$ cat src/rtl/serial_add_sub_pkg.sv
// serial_add_sub_pkg: shared state encoding and mode constants for the serial adder/subtractor
package serial_add_sub_pkg;
  typedef enum logic [1:0] {IDLE, RUN, DONE} state_t;
  localparam logic MODE_ADD = 1'b0;
  localparam logic MODE_SUB = 1'b1;
endpackage

$ cat src/rtl/ripple_digit.sv
// ripple_digit: combinational DIGIT-bit ripple adder built from chained half-adder pairs
module ripple_digit #(
  parameter int DIGIT = 1
) (
  input  logic [DIGIT-1:0] x,
  input  logic [DIGIT-1:0] y,
  input  logic             cin,
  output logic [DIGIT-1:0] s,
  output logic             cout,
  output logic             c_msb_in
);
  logic [DIGIT:0] c;
  assign c[0] = cin;
  for (genvar i = 0; i < DIGIT; i++) begin : g_bit
    logic h, g1, g2;
    assign h       = x[i] ^ y[i];
    assign g1      = x[i] & y[i];
    assign s[i]    = h ^ c[i];
    assign g2      = h & c[i];
    assign c[i+1]  = g1 | g2;
  end
  assign cout     = c[DIGIT];
  assign c_msb_in = c[DIGIT-1];
endmodule

$ cat src/rtl/serial_add_sub.sv
// serial_add_sub: multi-cycle add/subtract, DIGIT bits per cycle LSB first, with carry/borrow and overflow
module serial_add_sub
  import serial_add_sub_pkg::*;
#(
  parameter int WIDTH = 8,
  parameter int DIGIT = 1
) (
  input  logic             clk,
  input  logic             rst_n,
  input  logic             start,
  input  logic             mode,
  input  logic [WIDTH-1:0] a,
  input  logic [WIDTH-1:0] b,
  output logic             busy,
  output logic             done,
  output logic [WIDTH-1:0] result,
  output logic             carry_out,
  output logic             overflow
);
  localparam int N  = WIDTH / DIGIT;
  localparam int CW = $clog2(N + 1);
  if (WIDTH < 2 || DIGIT < 1 || DIGIT > WIDTH || WIDTH % DIGIT != 0) begin : g_chk
    $error("serial_add_sub: WIDTH must be >= 2 and a multiple of DIGIT");
  end
  state_t                 state;
  logic [WIDTH-1:0]       ra, rb, rr;
  logic                   c, m;
  logic [CW-1:0]          cnt;
  logic [DIGIT-1:0]       s;
  logic                   cout, cmsb, last;
  logic [WIDTH+DIGIT-1:0] rr_cat;
  ripple_digit #(.DIGIT(DIGIT)) u_rd (
    .x(ra[DIGIT-1:0]), .y(rb[DIGIT-1:0]), .cin(c), .s(s), .cout(cout), .c_msb_in(cmsb)
  );
  // new sum digit enters at the MSB end so the first digit lands at bit 0 after N shifts
  assign rr_cat = {s, rr};
  assign last   = cnt == CW'(N - 1);
  always_ff @(posedge clk or negedge rst_n) begin
    if (!rst_n) begin
      state     <= IDLE;
      busy      <= 1'b0;
      done      <= 1'b0;
      result    <= '0;
      carry_out <= 1'b0;
      overflow  <= 1'b0;
      ra        <= '0;
      rb        <= '0;
      rr        <= '0;
      c         <= 1'b0;
      m         <= 1'b0;
      cnt       <= '0;
    end else if (state == RUN) begin
      ra  <= ra >> DIGIT;
      rb  <= rb >> DIGIT;
      rr  <= rr_cat[WIDTH+DIGIT-1:DIGIT];
      c   <= cout;
      cnt <= cnt + CW'(1);
      if (last) begin
        state     <= DONE;
        busy      <= 1'b0;
        done      <= 1'b1;
        result    <= rr_cat[WIDTH+DIGIT-1:DIGIT];
        carry_out <= cout ^ m;
        overflow  <= cmsb ^ cout;
      end
    end else begin
      done  <= 1'b0;
      state <= IDLE;
      if (start) begin
        state <= RUN;
        busy  <= 1'b1;
        ra    <= a;
        rb    <= mode == MODE_ADD ? b : ~b;
        c     <= mode;
        m     <= mode;
        cnt   <= '0;
      end
    end
  end
endmodule

$ cat config.mk
export PLATFORM = sky130hd
export DESIGN_NAME = serial_add_sub
export DESIGN_NICKNAME = d
export VERILOG_FILES = /design/src/rtl/serial_add_sub_pkg.sv /design/src/rtl/ripple_digit.sv /design/src/rtl/serial_add_sub.sv
export SDC_FILE = /design/constraint.sdc
export NUM_CORES = 1
export LEC_CHECK = 0
export ABC_AREA = 1
export BUFFER_PORTS_ARGS = -buffer_cell sky130_fd_sc_hd__buf_2
export CAP_MARGIN = 40
export CORE_UTILIZATION = 50
export DETAILED_ROUTE_END_ITERATION = 6
export PLACE_DENSITY = 0.81
export SLEW_MARGIN = 20
export SYNTH_ARGS = -nofsm -noshare
export SYNTH_HDL_FRONTEND = slang
export SYNTH_SLANG_ARGS = --single-unit
$ cat constraint.sdc
create_clock -name clk -period 1.28 [get_ports clk]
set_input_delay 0 -clock clk [delete_from_list [all_inputs] [get_ports clk]]
set_output_delay 0 -clock clk [all_outputs]
set_load 0.05 [all_outputs]
[After elaboration in Yosys (flattened, before gate mapping)]
Index checks and enable logic that the tools add are counted.
Storage, ports and cells
  register bits after elaboration: 44
  output and inout bits: 12
  word-level logic and storage cells: 46
Operators by class
  add/subtract/negate cells: 1
  equality and inequality tests: 3
  mux-type cells: 17
  bitwise logic cells: 9
  reduce and logical (&&, ||, !) cells: 4
Operators with widths (number)
  two-way mux 8 bit: 5
  two-way mux 1 bit: 8
  two-way mux 4 bit: 2
  NOT 8 bit: 1
  AND reduction 2 bit: 3
  adder 4 x 1 -> 4 bit, second input constant: 1
  equality test 4 x 3 -> 1 bit, second input constant: 1
  two-way mux 2 bit: 2
  XOR 1 bit: 4
  AND 1 bit: 2
  equality test 2 x 1 -> 1 bit, second input constant: 1
  != test 2 bit, second input constant: 1
  nonzero test 2 bit: 1
  NOT 1 bit: 1
  OR 1 bit: 1

[Depth between registers and ports, before layout]
Gate-level depths: netlist of the first run.
  word-level depth: 4
  mapped depth: 6

[By module]
A second synthesis of the first run with hierarchy kept.
Second synthesis, totals
  cell total of the unflattened synthesis: 232
  area, all modules: 1978.1 um^2
Modules (own cells, without submodules)
  serial_add_sub: times used 1, cells an instance 230, area an instance 1950.6 um^2
  ripple_digit: times used 1, cells an instance 2, area an instance 27.5 um^2

[Least setup slack after synthesis of the first run]
Ideal clock, no wire load.
  path kind: reg-to-reg
  start point: reg state[1]
  end point: reg result[1]
  library setup time: 0.119 ns
  arrival: 1.264 ns
  data required time: 1.161 ns
  slack: -0.103 ns
  stages on the path, launching flop included: 7
  buffers on the path: 1
  period minus slack after synthesis: 1.383 ns
  cell sequence: dfrtp_1 inv_1 nand2_4 nor2_4 buf_6 nand2_1 nand2_1
On the way
  cells in the longest elaborated chain, start to end: 2
RTL lines
  from (decl): line serial_add_sub.sv:25  | state_t state;
  from (signal assigned): line serial_add_sub.sv:40  | state <= IDLE;
  from (signal assigned): line serial_add_sub.sv:59  | state <= DONE;
  from (signal assigned): line serial_add_sub.sv:68  | state <= IDLE;
  equality test 2 x 1 -> 1 bit: line serial_add_sub.sv:52  | end else if (state == RUN) begin
  AND reduction 2 bit (no source line)
  to (signal assigned): line serial_add_sub.sv:62  | result <= rr_cat[WIDTH+DIGIT-1:DIGIT];
  to (decl): line serial_add_sub.sv:16  | output logic [WIDTH-1:0] result,
Every way passes these cells.
A chain may end at the register's enable or synchronous reset.

[Worst setup path in the final report of the first run]
  start point: reg c
  end point: reg carry_out
On the way
  cells in the longest elaborated chain, start to end: 3
RTL lines
  from (decl): line serial_add_sub.sv:27  | logic c, m;
  from (signal assigned): line serial_add_sub.sv:56  | c <= cout;
  from (signal assigned): line serial_add_sub.sv:74  | c <= mode;
  AND 1 bit: line ripple_digit.sv:19  | assign g2 = h & c[i];
  OR 1 bit: line ripple_digit.sv:20  | assign c[i+1] = g1 | g2;
  XOR 1 bit: line serial_add_sub.sv:63  | carry_out <= cout ^ m;
  to (signal assigned): line serial_add_sub.sv:63
  to (decl): line serial_add_sub.sv:17  | output logic carry_out,
Every way passes these cells.

==> run metrics, run 1 <==
Max-slew headroom around 62%; unrepaired setup endpoints after global routing yes; Die Footprint 4189 um2; pre-CTS setup slack -0.003178 ns; Setup TNS Final 0 ns; PD cells around 2400 nW/um2; Crit. Startpoint c; f_max between 800 and 900 MHz; die width 64.72 um; Crit path required time between 1 and 1.5 ns; CTS HTree Levels 2; Clock Pin Slew Worst Setup and Hold Paths ~0.080 ns; DR WL/cell between 10 and 15 um; fin. max-slew vios 0; period utilisation layout 94.70%; ant diodes 0; Max-Cap Viols 0; final wirelength 3772 um; library cells used by synthesis 20; Pleak about 1.3 nW; routed via count ~1600; grt total ovfl 0; net switching power 2.467 mW; RR Endpoint carry_out; Syn Nets roughly 250; largest family of logic cells by synthesized area simple AND/OR/NAND/NOR gates; Avg Inst Size Synth ~8.5 um2; share of the synthesized area in the top cell type between 50% and 60%; WP data arrival 1.41 ns; Ys Warns 0; Max FO, Critical Path 3; # rows 22; post-detail-place hpwl about 2600 um; mux contribution to synthesized area 0%; drt pass-1 iters 4; Initial Util about 53%; Synth Area in Compound Gates between 2 and 2.5%; final hold viol count 0; layout cells sized above 1 between 20 and 25%; Core Region between 3000 and 4000 um2; Area contributors post-synth dfrtp_1 (53%), nand2_1 (20%), nand3_1 (8.4%), buf_6 (3.4%), inv_1 (2.5%); gr usage total between 20% and 30%; CP startpoint kind flip-flop; num ports 32; Placer Congestion 0.7790; clock share of power between 15 and 20%; CTS sink cnt between 40 and 50; WS Path Type flip-flop to flip-flop; TritonCTS buffer count 5; Layout Skew roughly 0.0063 ns; Power Total ~5.7 mW; drt drc 0; Logic pwr share between 40% and 50%; register area share after synthesis around 53%; simple-gate share of the synthesized area between 30 and 40%; worst hold path class primary input to flip-flop; Final Core Density about 65%; synth-to-layout area growth 22.14%; initial antenna violation count 0; Nets between 300 and 400; final setup violation count 0; largest net degree at the start of global routing 25; Yosys reg bits 42; min Tclk post-route about 1.2 ns; Net Sw Frac a little over two fifths; 1st-iter DRT viols 88; post-route ant nets 0; slew at the pin closest to its max-slew limit ~0.56 ns; cell taking the most area after synthesis dfrtp_1; r2r setup slk slightly below 0.07 ns; Mapped Cells about 230; Synth Area in Adders under 10%; Max clock buf depth 2; Reg power frac 39.6%; IO buf count 31; root buffer cell clkbuf_8; Internal about 3.2 mW; Die Ht around 65 um; Reg2Reg Depth 4; vias per inst around 4.8; later-pin clock latency in the skew report about 0.30 ns; Peak VDD IR 1.132 mV; CTS tree done; mapped cell area around 2000 um2; first-pass GRT wire length ~6600 um; worst reg2reg startpoint c; setup ws final 0.06784 ns; Worst Setup EP carry_out; Post-Synth XOR/XNOR Area between 1 and 1.5%; vias in the first global route between 1500 and 2000; CP endpoint kind flip-flop; status finished clean
cells by family after synthesis:
group                      after synthesis
buffers and inverters                   24
and+or+nand+nor                        151
adders and majority gates                2
AOI/OAI and AO/OA                        9
xor gates and xnor gates                 3
DFF                                     42
how the worst min path moves through the flow:
stage / start / endpoint / slack [ns] / cells past startpoint
after floorplan: rst_n / busy / -0.30 / 0
after global placement: rst_n / result[2] / 0.01 / 1
after detailed placement: rst_n / result[2] / 0.02 / 1
after CTS: b[1] / rb[1] / 0.01 / 5
after global routing: b[6] / rb[6] / 0.05 / 5
final: b[1] / rb[1] / 0.01 / 5
cell usage after synthesis (all sizes together):
library cell and count:
xnor2 1, ha 1, nand3b 1, nand3 33, dfrtp 42, nand2 108
inv 15, buf 9, fa 1, o21ai 9, xor2 2, nand4 1
nor2 8
state kept, by name, summed over array words and instances (netlist names), 2 cells and up:
signal and cells:
state 2, cnt 4, ra 8, rr 7
rb 8, result 8
worst max-delay path, stage by stage, from the launching register on:
cell and delay [ns]:
dfrtp_1 0.40, fa_2 0.42, xor2_1 0.17, nand2_1 0.07
nand2_1 0.05
cells in the final DEF, fill, tap and decap left out:
master         count
clkbuf_4           1
buf_12             1
nand4_1            1
clkinv_2           1
nand2_1          107
xor2_1             2
buf_4             11
o21ai_0            9
nor2_4             2
clkbuf_1           1
inv_1             13
xnor2_1            1
clkbuf_8           6
nor2_2             1
dlygate4sd3_1     10
nand2_4            1
inv_2              2
nor2_8             1
nor2_1             4
nand3_1           33
nand3b_4           1
dfrtp_2            1
dfrtp_1           41
ha_2               1
fa_2               1
buf_2             31
routing by layer:
metal  track usage, %  vias to the layer above  part of all wire [%]
met5                0                        -                     0
met4            10.28                        0                   1.6
met3            5.810                        6                   3.6
met2            35.03                       37                    48
met1            25.14                      740                    46
li1                 -                      826                     -
power groups by stage:
stage          Sequential [mW]  Combinational, mW  Clock [mW]
3_3_place_gp              2.24               2.44           0
2_1_floorplan             2.76               1.43           0
3_5_place_dp              2.27               2.50           0
6_report                  2.25               2.56       0.872
4_1_cts                   2.25               2.53       0.900
5_1_grt                   2.32               2.89       0.939
repair_timing:
action | CTS | global route
gates resized for setup | 1 | 2
setup buffers | 0 | 3
hold endpoints to repair | 32 | 0
pin swaps | 0 | 1
hold buffers | 10 | 0
setup endpoints to repair | 2 | 12
layout make-up:
type / instances / area, um2
Fill cell: 348 / 1314
Sequential cell: 42 / 1052
Multi-Input combinational cell: 165 / 777.0
Timing Repair Buffer: 54 / 365.4
Clock buffer: 7 / 86.33
Tap cell: 48 / 60.06
Inverter: 15 / 56.30
Clock inverter: 1 / 5.005
per-stage QoR:
stage	std cells	hold WS, ns	instance area [um2]
finish	332	0.01367	2402
global route	332	0.04933	2402
CTS	329	0.01052	2377
detailed placement	311	0.02451	2183
global placement	311	0.009959	2183
floorplan	231	-0.2956	1968
Note: power is estimated with default switching activity, not from simulation.
==> inputs of run 2 (changes only) <==
Settings changed: ABC_AREA 1 to not set.
==> run 2 against run 1 <==
The run now ends with negative setup slack left. First-iteration DRC count fell by 49%. Die area fell by 3.0%. Worst setup slack got worse by 0.17 ns. Worst hold slack got worse by 0.0035 ns. Largest cell class unchanged.
==> run metrics, run 2 <==
WP data arrival approximately 1.6 ns; f_max between 700 and 800 MHz; final wirelength ~3300 um; # rows 22; CP endpoint kind flip-flop; WS Path Type flip-flop to flip-flop; Peak VDD IR ~1.3 mV; number of buffers and inverters on the critical path 1; RR Endpoint result[7]; CTS sink cnt 42; Max FO, Critical Path 8; pre-CTS setup slack -0.1476 ns; gr usage total about a fifth; synth-to-layout area growth 25.20%; final setup violation count 11; Ys Warns 0; Mapped Cells between 150 and 200; Syn Nets 188; Placer Congestion between 0.7 and 0.8; final hold viol count 0; period utilisation layout 107.6%; Avg Inst Size Synth around 11 um2; Final Core Density 65.21%; status complete, but fails checks; later-pin clock latency in the skew report ~0.29 ns; initial antenna violation count 0; IO buf count 31; DR WL/cell 12.73 um; asr flop ratio synth 100.0%; Area contributors post-synth dfrtp_1 (55%), mux2i_1 (8.9%), nand2_1 (8.1%), mux2_4 (5.5%), xor2_1 (4.6%); post-detail-place hpwl 2384 um; root buffer cell clkbuf_8; CTS HTree Levels 2; worst hold path class primary input to flip-flop; vias per inst between 4 and 5; min Tclk post-route 1.378 ns; Die Ht about 64 um; routed via count around 1300; Max clock buf depth 2; vias in the first global route ~1300; placed cell count roughly 250; fin cells 263; Reg2Reg Depth 4; Clock Pin Slew Worst Setup and Hold Paths around 0.070 ns; layout cells sized above 1 35.35%; final instance area 2387 um2; slew at the pin closest to its max-slew limit around 0.33 ns; Crit. Startpoint state[1]; Fillers between 200 and 300; fin. max-slew vios 0; grt total ovfl 0; Hold Crit Depth 3; setup ws final -0.09753 ns; 1st-iter DRT viols between 40 and 50; TritonCTS buffer count 5; Yosys reg bits 42; Most used DFF post-synth dfrtp_1; Post-synth EDFFs 0; DP Area roughly 2200 um2; register area share after synthesis ~55%; Power Total about 6.0 mW; CTS tree done; PD cells ~2500 nW/um2; Hold Path Origin a[1]; r2r setup slk -0.1 ns; unrepaired setup endpoints after global routing yes; drt pass-1 iters 4; drt drc 0; library cells used by synthesis 22; commonest non-fill, non-tap cell in the layout dfrtp_1; cell family with most CP delay flip-flops; ant diodes 0; Crit path required time 1.46 ns; cell taking the most area after synthesis dfrtp_1; CP startpoint kind flip-flop; largest net degree at the start of global routing 31; Crit path largest cell delay just over 0.4 ns; Max-slew headroom 78.21%; top-count cell post-synth dfrtp_1; post-route ant nets 0; worst reg2reg startpoint state[1]; first-pass GRT wire length between 5000 and 6000 um; biggest regs ra: 8 flops, rb: 8 flops, result: 8 flops; area of the multi-input gates 813.3 um2; Core Region ~3700 um2; Layout Skew 0.004345 ns; mapped cell area between 1500 and 2000 um2; Die Footprint 4065 um2; most frequent cells in the layout dfrtp_1 (41), nand2_1 (40), buf_2 (31); Pleak roughly 1.2 nW; Nets roughly 240; share of the synthesized area in the top cell type 55.12%; commonest cells in the synthesized netlist dfrtp_1 (42), nand2_1 (41), mux2i_1 (17); die width about 64 um; num ports 32; slowest CP cell dfrtp_2; Reg area 1052 um2; Max-Cap Viols 0; failing checks negative setup slack; Hold EP ra[1]; Initial Util a little over half; crit path cell chain nand2b_4, nor3_4, buf_12, mux2_4
==> run 2: worst reg2reg max path: stages, from the launching register on <==
cell	delay [ns]
dfrtp_2	0.41
nand2b_4	0.16
nor3_4	0.23
buf_12	0.17
mux2_4	0.30
==> run 2: cells by family after synthesis <==
group	count (synthesis)	share of synthesized area, %
simple gates	52	12.07
xor+xnor	11	5.052
compound gates	18	4.856
fa+ha+maj	2	1.706
buf+inv	11	3.215
mux	30	17.98
flops	42	55.12
==> run 2: area by class of cell <==
cell class / count / share of cell area, %
clock buffers: 5 / 2.883
clock inverters: 3 / 1.677
repair buffers: 52 / 14.78
flip-flops and latches: 42 / 44.08
multi-input cells: 113 / 34.07
well taps: 48 / 2.516
==> run 2: repair_timing <==
action	4_1_cts	5_1_grt
hold buffers	3	0
hold endpoints to repair	44	0
setup endpoints to repair	11	18
resized for setup	2	5
cloned	0	0
pin swaps	2	0
buffers inserted	0	0
==> run 2: power breakdown <==
| part | internal, mW | switching (mW) | total (mW) |
|---|---|---|---|
| combinational | 1.15 | 1.58 | 2.73 |
| clock | 0.574 | 0.439 | 1.01 |
| sequential | 1.92 | 0.359 | 2.28 |
| total | 3.64 | 2.38 | 6.01 |
==> run 2: per-stage QoR <==
step	TNS, ns	hold slack (ns)
2_1_floorplan	-1.666	-0.2956
3_3_place_gp	-0.8948	-0.08473
3_5_place_dp	-1.169	-0.08251
4_1_cts	-0.8234	0.01031
5_1_grt	-1.514	0.01229
6_report	-0.8992	0.01016
==> run 2: worst max-delay path by stage <==
| stage | endpoint | cells after the start |
|---|---|---|
| floorplan | overflow | 4 |
| CTS | carry_out | 4 |
| global route | result[7] | 4 |
| detailed placement | result[7] | 5 |
| finish | result[7] | 4 |
| global placement | result[6] | 5 |
==> run 2: metal layers <==
layer / vias up / track usage, % / part of all wire (%)
li1: 643 / - / -
met1: 602 / 25.03 / 48
met2: 25 / 31.12 / 47
met3: 5 / 6.250 / 3.4
met4: 0 / 8.523 / 1.6
met5: - / 0 / 0
==> inputs of run 3 (changes only) <==
Settings changed: BUFFER_PORTS_ARGS -buffer_cell sky130_fd_sc_hd__buf_2 to not set, CORE_UTILIZATION 50 to 56, DONT_BUFFER_PORTS set to 1, PLACE_DENSITY 0.81 to 0.8.
==> run 3 against run 2 <==
The flow still finishes with violations (negative setup slack). Power up 28%. Clock-buffer cell count increased by 1. Global-route usage up 7.2 points. Critical endpoint is now result[3]. Highest routed layer unchanged.
==> run metrics, run 3 (same netlist as run 2, synthesis figures left out) <==
status complete, but fails checks; failing checks negative setup slack; first-pass GRT wire length around 7000 um; Max clock buf depth 2; Crit path largest cell delay around 0.39 ns; Peak VDD IR 1.360 mV; Layout Skew around 0.033 ns; PD cells ~2800 nW/um2; clock share of power roughly 14%; Power Total between 7 and 8 mW; most frequent cells in the layout dfrtp_1 (41), buf_4 (27), nand2_1 (22); Crit path required time 1.56 ns; net switching power between 3 and 4 mW; Reg power frac between 30% and 40%; slowest CP cell dfrtp_1; 1st-iter DRT viols 50; Clock Pin Slew Worst Setup and Hold Paths approximately 0.15 ns; ant diodes 0; commonest non-fill, non-tap cell in the layout dfrtp_1; DR WL/cell roughly 21 um; vias in the first global route between 1000 and 1500; die width 60.35 um; TritonCTS buffer count 5; # rows 20; number of buffers and inverters on the critical path 2; f_max 667.0 MHz; Core Region 3153 um2; Die Ht 60.35 um; Initial Util about three fifths; post-detail-place hpwl between 2000 and 2500 um; worst hold path class primary input to async pin; CTS sink cnt 42; drt pass-1 iters 4; layout cells sized above 1 43.24%; grt total ovfl 0; num ports 32; Internal 4.531 mW; period utilisation layout 117.1%; synth-to-layout area growth 45.60%; WS Path Type flip-flop to flip-flop; CTS tree done; unrepaired setup endpoints after global routing yes; routed via count roughly 1500; later-pin clock latency in the skew report approximately 0.38 ns; final setup violation count 32; WP data arrival 1.78 ns; CTS HTree Levels 2; IO buf count 0; Net Sw Frac between 40% and 50%; CP endpoint kind flip-flop; Setup TNS Final -3.179 ns; Max-Cap Viols 0; slew at the pin closest to its max-slew limit 0.6703 ns; Pleak between 1 and 1.5 nW; Placer Congestion roughly 0.77; Fillers between 100 and 150; root buffer cell clkbuf_4; biggest regs ra: 8 flops, rb: 8 flops, result: 8 flops; Logic pwr share ~54%; crit path cell chain ha_2, nand2_2, nor3_4, buf_4, buf_16, mux2_4; Reg area between 1000 and 1500 um2; final hold viol count 0; fin. max-slew vios 0; vias per inst approximately 5.7; Die Footprint around 3600 um2; initial antenna violation count 0; Nets 243; largest net degree at the start of global routing 43; Max FO, Critical Path 6; Max-slew headroom between 50% and 60%; setup ws final -0.2193 ns; final wirelength between 5000 and 6000 um; drt drc 0; cell family with most CP delay flip-flops; min Tclk post-route 1.499 ns; CP startpoint kind flip-flop; area of the multi-input gates 935.9 um2; post-route ant nets 0; gr usage total 26.97%
-- run 3: routing by layer --
metal	part of all wire (%)	GRT usage [%]	vias to the layer above	wire (um)
met2	54	48.51	55	2921
li1	-	-	660	-
met5	0	0	-	0
met4	3.0	7.973	0	165
met3	3.6	5.757	22	199
met1	40	32.43	780	2171
-- run 3: repair_timing --
| item | 4_1_cts | 5_1_grt |
|---|---|---|
| resized for setup | 10 | 57 |
| hold endpoints to repair | 66 | 0 |
| pin swaps | 2 | 20 |
| endpoints found under the setup margin | 20 | 36 |
| hold buffers | 21 | 0 |
| cloned | 2 | 5 |
| buffers inserted | 2 | 6 |
-- run 3: per-stage QoR --
stage	worst slack, ns	hold WS, ns	cells	cell area (um2)	utilization (%)
after global placement	-0.1113	-0.2946	223	2097	66.51
after CTS	-0.1515	0.08894	256	2515	79.76
after global routing	-0.2771	0.08961	266	2776	88.06
after floorplan	-0.2055	-0.2956	166	1912	-
final	-0.2193	0.06335	266	2776	88.06
after detailed placement	-0.1690	-0.2947	223	2097	66.51
-- run 3: power by group through the flow --
stage	registers, mW	clock network (mW)	logic, mW
2_1_floorplan	2.81	0	1.32
3_3_place_gp	2.27	0	2.51
3_5_place_dp	2.29	0	2.62
4_1_cts	2.28	1.10	2.93
5_1_grt	2.46	1.15	4.37
6_report	2.41	1.11	4.18
-- run 3: final cells by class --
type	count	area share, %
clock buffers	6	1.848
clock inverters	2	2.163
multi-input cells	113	33.71
flip-flops and latches	42	37.90
well taps	44	1.983
repair buffers	59	22.40
-- run 3: worst paths after layout --
| kind | startpoint | endpoint | slack [ns] | cells after the start |
|---|---|---|---|---|
| max | cnt[0] | result[3] | -0.22 | 6 |
| min | rst_n | rr[5] | 0.06 | 2 |
| max reg2reg | cnt[0] | result[3] | -0.22 | 6 |
| min reg2reg | ra[4] | ra[3] | 0.50 | 2 |
| max in group asynchronous | rst_n | state[1] | 0.98 | 2 |
| min in group clk | a[7] | ra[7] | 0.36 | 3 |
